--- config.mk ---
export PLATFORM = sky130hd
export DESIGN_NAME = rom_fetch_unit
export DESIGN_NICKNAME = d
export VERILOG_FILES = /design/src/rtl/rom_fetch_unit.sv
export SDC_FILE = /design/constraint.sdc
export NUM_CORES = 1
export LEC_CHECK = 0
export CORE_MARGIN = 2
export CORE_UTILIZATION = 39
export DETAILED_ROUTE_END_ITERATION = 8
export GPL_ROUTABILITY_DRIVEN = 0
export PLACE_DENSITY = 0.79
export SETUP_SLACK_MARGIN = 0.15
export SLEW_MARGIN = 20
export SYNTH_ARGS = -nofsm -noshare
export SYNTH_HDL_FRONTEND = slang
export SYNTH_SLANG_ARGS = --single-unit
--- constraint.sdc ---
create_clock -name clk -period 1.75 [get_ports clk]
set_clock_uncertainty 0.05 [all_clocks]
set_input_delay 0.35 -clock clk [delete_from_list [all_inputs] [get_ports clk]]
set_output_delay 0.35 -clock clk [all_outputs]
set_load 0.05 [all_outputs]
--- src/rtl/rom_fetch_unit.sv ---
// rom_fetch_unit
//   Program counter and fetch stage placed directly in front of the ROM.
//   The PC drives the ROM address. The returned word is captured into the
//   instruction register (IR), then split into opcode and operand fields.
//   The instruction is handed to the decoder through a valid/ready handshake.
//
// Ports
//   clk          rising-edge system clock
//   reset        synchronous, active-high; clears state, PC, IR and wrap
//   enable       1 = keep fetching; 0 = stop once the held instruction is taken
//   load         jump: PC <= load_addr on the next edge (accepted in any state)
//   load_addr    jump target
//   rom_addr     ROM address, always the registered PC
//   rom_data     ROM word, combinational from rom_addr
//   instr_valid  IR holds an instruction that has not been consumed yet
//   instr_ready  decoder accepts the instruction
//   opcode       IR[DATA_W-1 -: OPC_W]
//   operand      IR[DATA_W-OPC_W-1:0]
//   wrap         one-cycle pulse after the PC increments from all-ones to zero
module rom_fetch_unit #(
    parameter int ADDR_W = 7,
    parameter int DATA_W = 13,
    parameter int OPC_W  = 6
) (
    input  logic                     clk,
    input  logic                     reset,
    input  logic                     enable,
    input  logic                     load,
    input  logic [ADDR_W-1:0]        load_addr,
    output logic [ADDR_W-1:0]        rom_addr,
    input  logic [DATA_W-1:0]        rom_data,
    output logic                     instr_valid,
    input  logic                     instr_ready,
    output logic [OPC_W-1:0]         opcode,
    output logic [DATA_W-OPC_W-1:0]  operand,
    output logic                     wrap
);

    typedef enum logic [1:0] {
        IDLE  = 2'd0,
        FETCH = 2'd1,
        VALID = 2'd2
    } state_t;

    state_t              state, state_nxt;
    logic [ADDR_W-1:0]   pc_p0;
    logic [DATA_W-1:0]   ir_p1;
    logic                wrap_q;

    // The extra top bit holds the carry out of the increment. That carry is the wrap event.
    logic [ADDR_W:0]     pc_inc;

    assign pc_inc = {1'b0, pc_p0} + {{ADDR_W{1'b0}}, 1'b1};

    always_comb begin
        state_nxt = state;
        case (state)
            IDLE:    if (enable) state_nxt = FETCH;
            FETCH:   state_nxt = VALID;
            VALID: begin
                if (instr_ready) state_nxt = enable ? FETCH : IDLE;
            end
            default: state_nxt = IDLE;
        endcase
    end

    always_ff @(posedge clk) begin
        if (reset) begin
            state  <= IDLE;
            pc_p0  <= '0;
            ir_p1  <= '0;
            wrap_q <= 1'b0;
        end else begin
            state  <= state_nxt;
            wrap_q <= 1'b0;

            // A jump wins over the increment and never reports a wrap,
            // even when the target is address zero.
            if (load) begin
                pc_p0 <= load_addr;
            end else if (state == FETCH) begin
                pc_p0  <= pc_inc[ADDR_W-1:0];
                wrap_q <= pc_inc[ADDR_W];
            end

            // fetch -> instruction register boundary
            if (state == FETCH) begin
                ir_p1 <= rom_data;
            end
        end
    end

    assign rom_addr    = pc_p0;
    assign instr_valid = (state == VALID);
    assign opcode      = ir_p1[DATA_W-1 -: OPC_W];
    assign operand     = ir_p1[DATA_W-OPC_W-1:0];
    assign wrap        = wrap_q;

endmodule
======== After elaboration in Yosys (flattened, before gate mapping) ========
Cells that the tools add are included.
word-level totals
  register bits ........................... 23
  bits of input ports ..................... 25
  logic and storage cells ................. 20
cells by class
  reductions and logical operators ........ 4
  $add $sub $neg .......................... 1
  bitwise logic cells ..................... 1
  muxes and demuxes ....................... 6
  eq/ne operators ......................... 4
operators by type and width
  cell                   number
  $mux W7                2
  $add A7 B1 Y8 const B  1
  $pmux W2 S3            1
  $mux W2                2
  $reduce_or A3 Y1       1
  $eq A2 B1 Y1 const B   1
  $eq A2 B2 Y1 const B   1
  $logic_not A2 Y1       1
  $ne A2 B1 Y1 const B   1
  $ne A2 B2 Y1 const B   1
  $reduce_and A2 Y1      1
  $reduce_bool A2 Y1     1
  $mux W1                1
  $not A1 Y1             1

======== Longest topological paths before layout ========
  depth after elaboration ................. 3
  depth in mapped cells ................... 5

======== Worst setup path after synthesis ========
OpenSTA, ideal clock, no wires.
  path type ............................... register to register
  start point ............................. reg pc_p0[0] (netlist: rom_addr[0])
  end point ............................... reg pc_p0[4] (netlist: rom_addr[4])
  cell stages (with the launch flop) ...... 5
  library setup time ...................... 0.091 ns
  arrival time ............................ 1.609 ns
  path buffers ............................ 0
  clock period less this slack ............ 1.750 ns
  data required time ...................... 1.609 ns
  setup slack ............................. 0.000 ns
  path through ............................ dfxtp_1 > ha_1 > nand3b_1 > or3_1 > a311oi_1
on the way
  longest elaborated chain between the ends .. 3
RTL lines
  element                   line  source
  start: declaration        46    logic [ADDR_W-1:0] pc_p0;
  start signal: assignment  80    pc_p0 <= load_addr;
  start signal: assignment  82    pc_p0 <= pc_inc[ADDR_W-1:0];
  $add A7 B1 Y8             53    assign pc_inc = {1'b0, pc_p0} + {{ADDR_W{1'b0}}, 1'b1};
  $mux W7                   81    end else if (state == FETCH) begin
  $mux W7                   79    if (load) begin
Every way passes these cells. The select of a mux whose other input is x is not followed.
A chain may end at the register's enable or synchronous reset.

======== Worst setup path in the final report ========
  start point ............................. reg state[0]
  end point ............................... out instr_valid
on the way
  longest elaborated chain between the ends .. 1
RTL lines
  element                   line  source
  start: declaration        45    state_t state, state_nxt;
  start signal: assignment  74    state <= state_nxt;
  $eq A2 B2 Y1              94    assign instr_valid = (state == VALID);
  end: declaration          32    output logic instr_valid,
Every way passes these cells.

==> impl_results.md <==
* Status: complete, no violations
* First-pass GRT wire length at 3919 um
* Synth warn at 0
* Vias at 985
* Post-synth net total at 140
* Mapped Cells at 114
* DP HPWL at 1824 um
* GRT Overall Usage at 18.33%
* Syn Std Cell Area at 955.9 um^2
* Via density at 5.184
* Seq/Total Area, Yosys at 48.17%
* GR peak layer: met2
* Fill count at 207
* Slew Viols, Final at 0
* Global Route met2 Usage at 32.92%
* Static leakage at 0.5645 nW
* Initial antenna violation count at 0
* Final hold slack at 0.4146 ns
* Relative max-transition margin at 78.41%
* DRC errors left at 0
* Crit path required time at 1.35 ns
* Fin. Hold Viols at 0
* Clk buf depth at 2
* Crit-path slowest cell: dfxtp_1
* Final ANT Viol Nets at 0
* Die Y at 53.51 um
* P&R area growth vs syn at 51.18%
* Share of cells above drive strength 1 at 20.37%
* Final setup violation count at 0
* Initial DRC Count at 14
* Clk sinks at 23
* Starting density of the core at 42.40%
* Worst path cell trace: and2b_1 > buf_12
* Max-cap violations at 0
* Fmax at 0.6571 GHz
* Post-synth EDFFs at 0
* CTS tree: done
* Die area at 2863 um^2
* Main synth FF type: dfxtp_1
* Largest net degree at the start of global routing at 17
* DRT Pass-1 Iters at 4
* Yosys top cell by area: dfxtp_1
* Setup TNS at 0 ns
* FFs w/ async S/R, synth at 0%
* Met1 global-route usage at 20.86%
* Crit Path Category: reg -> out
* Number of library cell types mapped by synthesis at 29
* Avg Cell Area, Syn at 8.385 um^2
* Fin crit share at 86.97%
* Clk Latency, worst-skew pair at 0.29 ns
* Post-CTS Setup Bufs at 0
* Routed WL per cell at 12.38 um
* Max incr delay on CP at 0.45 ns
* Synth Register Bits at 23
* Ports at 47
* Worst min-delay path class: reg -> reg
* RSZ-0062 raised after global routing: no
* Antenna cell count at 0
* Slew @ Worst Pin at 0.3235 ns
* Chip width at 53.51 um
* Most frequent cell after synthesis: nand2_1
* CTS Hold Bufs at 0
* Global route overflow at 0
* Max VDD drop at 0.6504 mV
* Synth top area share at 48.17%
* Crit path arrival time at 1.12 ns
* Clock root buffer: clkbuf_4
* Total wire length at 2352 um
* Met3 global-route usage at 5.367%
* Vias in the first global route at 968
* FP Rows at 17
* Startpoint type of the worst setup path: flip-flop
* Final nets at 189
* I/O Buffers at 46
* Core area at 2255 um^2
* H-tree Lvls at 1
* Critical path peak fanout at 7
* Crit. End Element: output pin
* Power Dens Cells at 755.2 nW/um^2
* Clock transition at path regs at 0.11 ns
* Post-layout min period at 1.522 ns
* Synth area leaders: dfxtp_1, nand2_1, a21oi_1
* Cts bufs inserted at 3
* Synth top cells by count: nand2_1, dfxtp_1, a21oi_1
## power by group
group	switching (mW)	total, mW	leakage [nW]	internal (mW)
Clock	0.142	0.231	0.0150	0.0885
Combinational	0.161	0.282	0.360	0.120
Sequential	0.0269	0.579	0.189	0.552
Total	0.331	1.09	0.565	0.761
## timing repair
action,4_1_cts,5_1_grt
setup endpoints to repair,0,1
resized for setup,0,2
hold endpoints to repair,0,0
## logic make-up after synthesis
| family | Yosys count | share of synthesized area, % |
|---|---|---|
| DFF | 23 | 48.17 |
| buffers and inverters | 10 | 5.235 |
| AOI/OAI and AO/OA | 26 | 17.54 |
| adders and majority gates | 1 | 1.309 |
| and+or+nand+nor | 52 | 25.92 |
| xor gates and xnor gates | 2 | 1.833 |
## sequential cells by signal, summed over array words and instances (netlist names)
register	count
state	2
rom_addr	7
ir_p1	13
wrap	1
## path summary, 6_finish.rpt
check | start | endpoint | slack (ns) | depth (start not counted)
max | state[0] | instr_valid | 0.23 | 2
min reg2reg | ir_p1[9] | ir_p1[9] | 0.41 | 2
max reg2reg | rom_addr[0] | rom_addr[4] | 0.25 | 4
min | ir_p1[9] | ir_p1[9] | 0.41 | 2
## placed cells by master, fill, tap and decap left out, drive strengths merged
cell type | netlist | final
a2111oi | 1 | 1
a211oi | 2 | 2
a21oi | 14 | 14
a221oi | 1 | 1
a311o | 1 | 1
a311oi | 5 | 5
and2b | 1 | 1
and4 | 2 | 2
buf | 3 | 27
clkbuf | 4 | 4
clkdlybuf4s50 | 0 | 24
dfxtp | 23 | 23
ha | 1 | 1
inv | 3 | 3
nand2 | 30 | 30
nand2b | 3 | 3
nand3 | 1 | 1
nand3b | 1 | 1
nand4 | 1 | 1
nand4b | 1 | 1
nor2 | 5 | 5
nor2b | 2 | 2
nor3 | 1 | 1
nor4 | 1 | 1
nor4b | 1 | 1
o21ai | 2 | 2
or3 | 2 | 2
xnor2 | 2 | 2
## per-layer routing
layer / wire length (um) / vias up
met2: 1159 / 40
met4: 0 / 0
met5: 0 / -
met1: 1002 / 451
met3: 190 / 0
li1: - / 494
## per-stage QoR
| stage | instances | worst slack [ns] | util [%] | instance area [um^2] | power [mW] |
|---|---|---|---|---|---|
| 6_report | 190 | 0.2281 | 64.10 | 1445 | 1.091 |
| 5_1_grt | 190 | 0.1507 | 64.10 | 1445 | 1.157 |
| 4_1_cts | 190 | 0.2003 | 63.71 | 1436 | 1.105 |
| 3_5_place_dp | 186 | 0.09549 | 62.54 | 1410 | 0.8728 |
| 3_3_place_gp | 186 | 0.1347 | 62.54 | 1410 | 0.8660 |
| 2_1_floorplan | 114 | 0.2053 | - | 958.4 | 0.7489 |
## critical path: cells and delay by family (launching register included)
family / cells / cell delay [ns]
flip-flops: 1 / 0.45
AND/OR/NAND/NOR: 1 / 0.24
buffers and inverters: 1 / 0.15
## layout make-up
cell class / count / area, um^2 / area share, %
Tap cell: 28 / 35.03 / 2.424
Sequential cell: 23 / 465.4 / 32.21
Timing Repair Buffer: 51 / 455.4 / 31.52
Inverter: 3 / 11.26 / 0.7792
Multi-Input combinational cell: 81 / 451.7 / 31.26
Clock buffer: 4 / 26.28 / 1.818
Note: power is estimated with default switching activity, not from simulation.
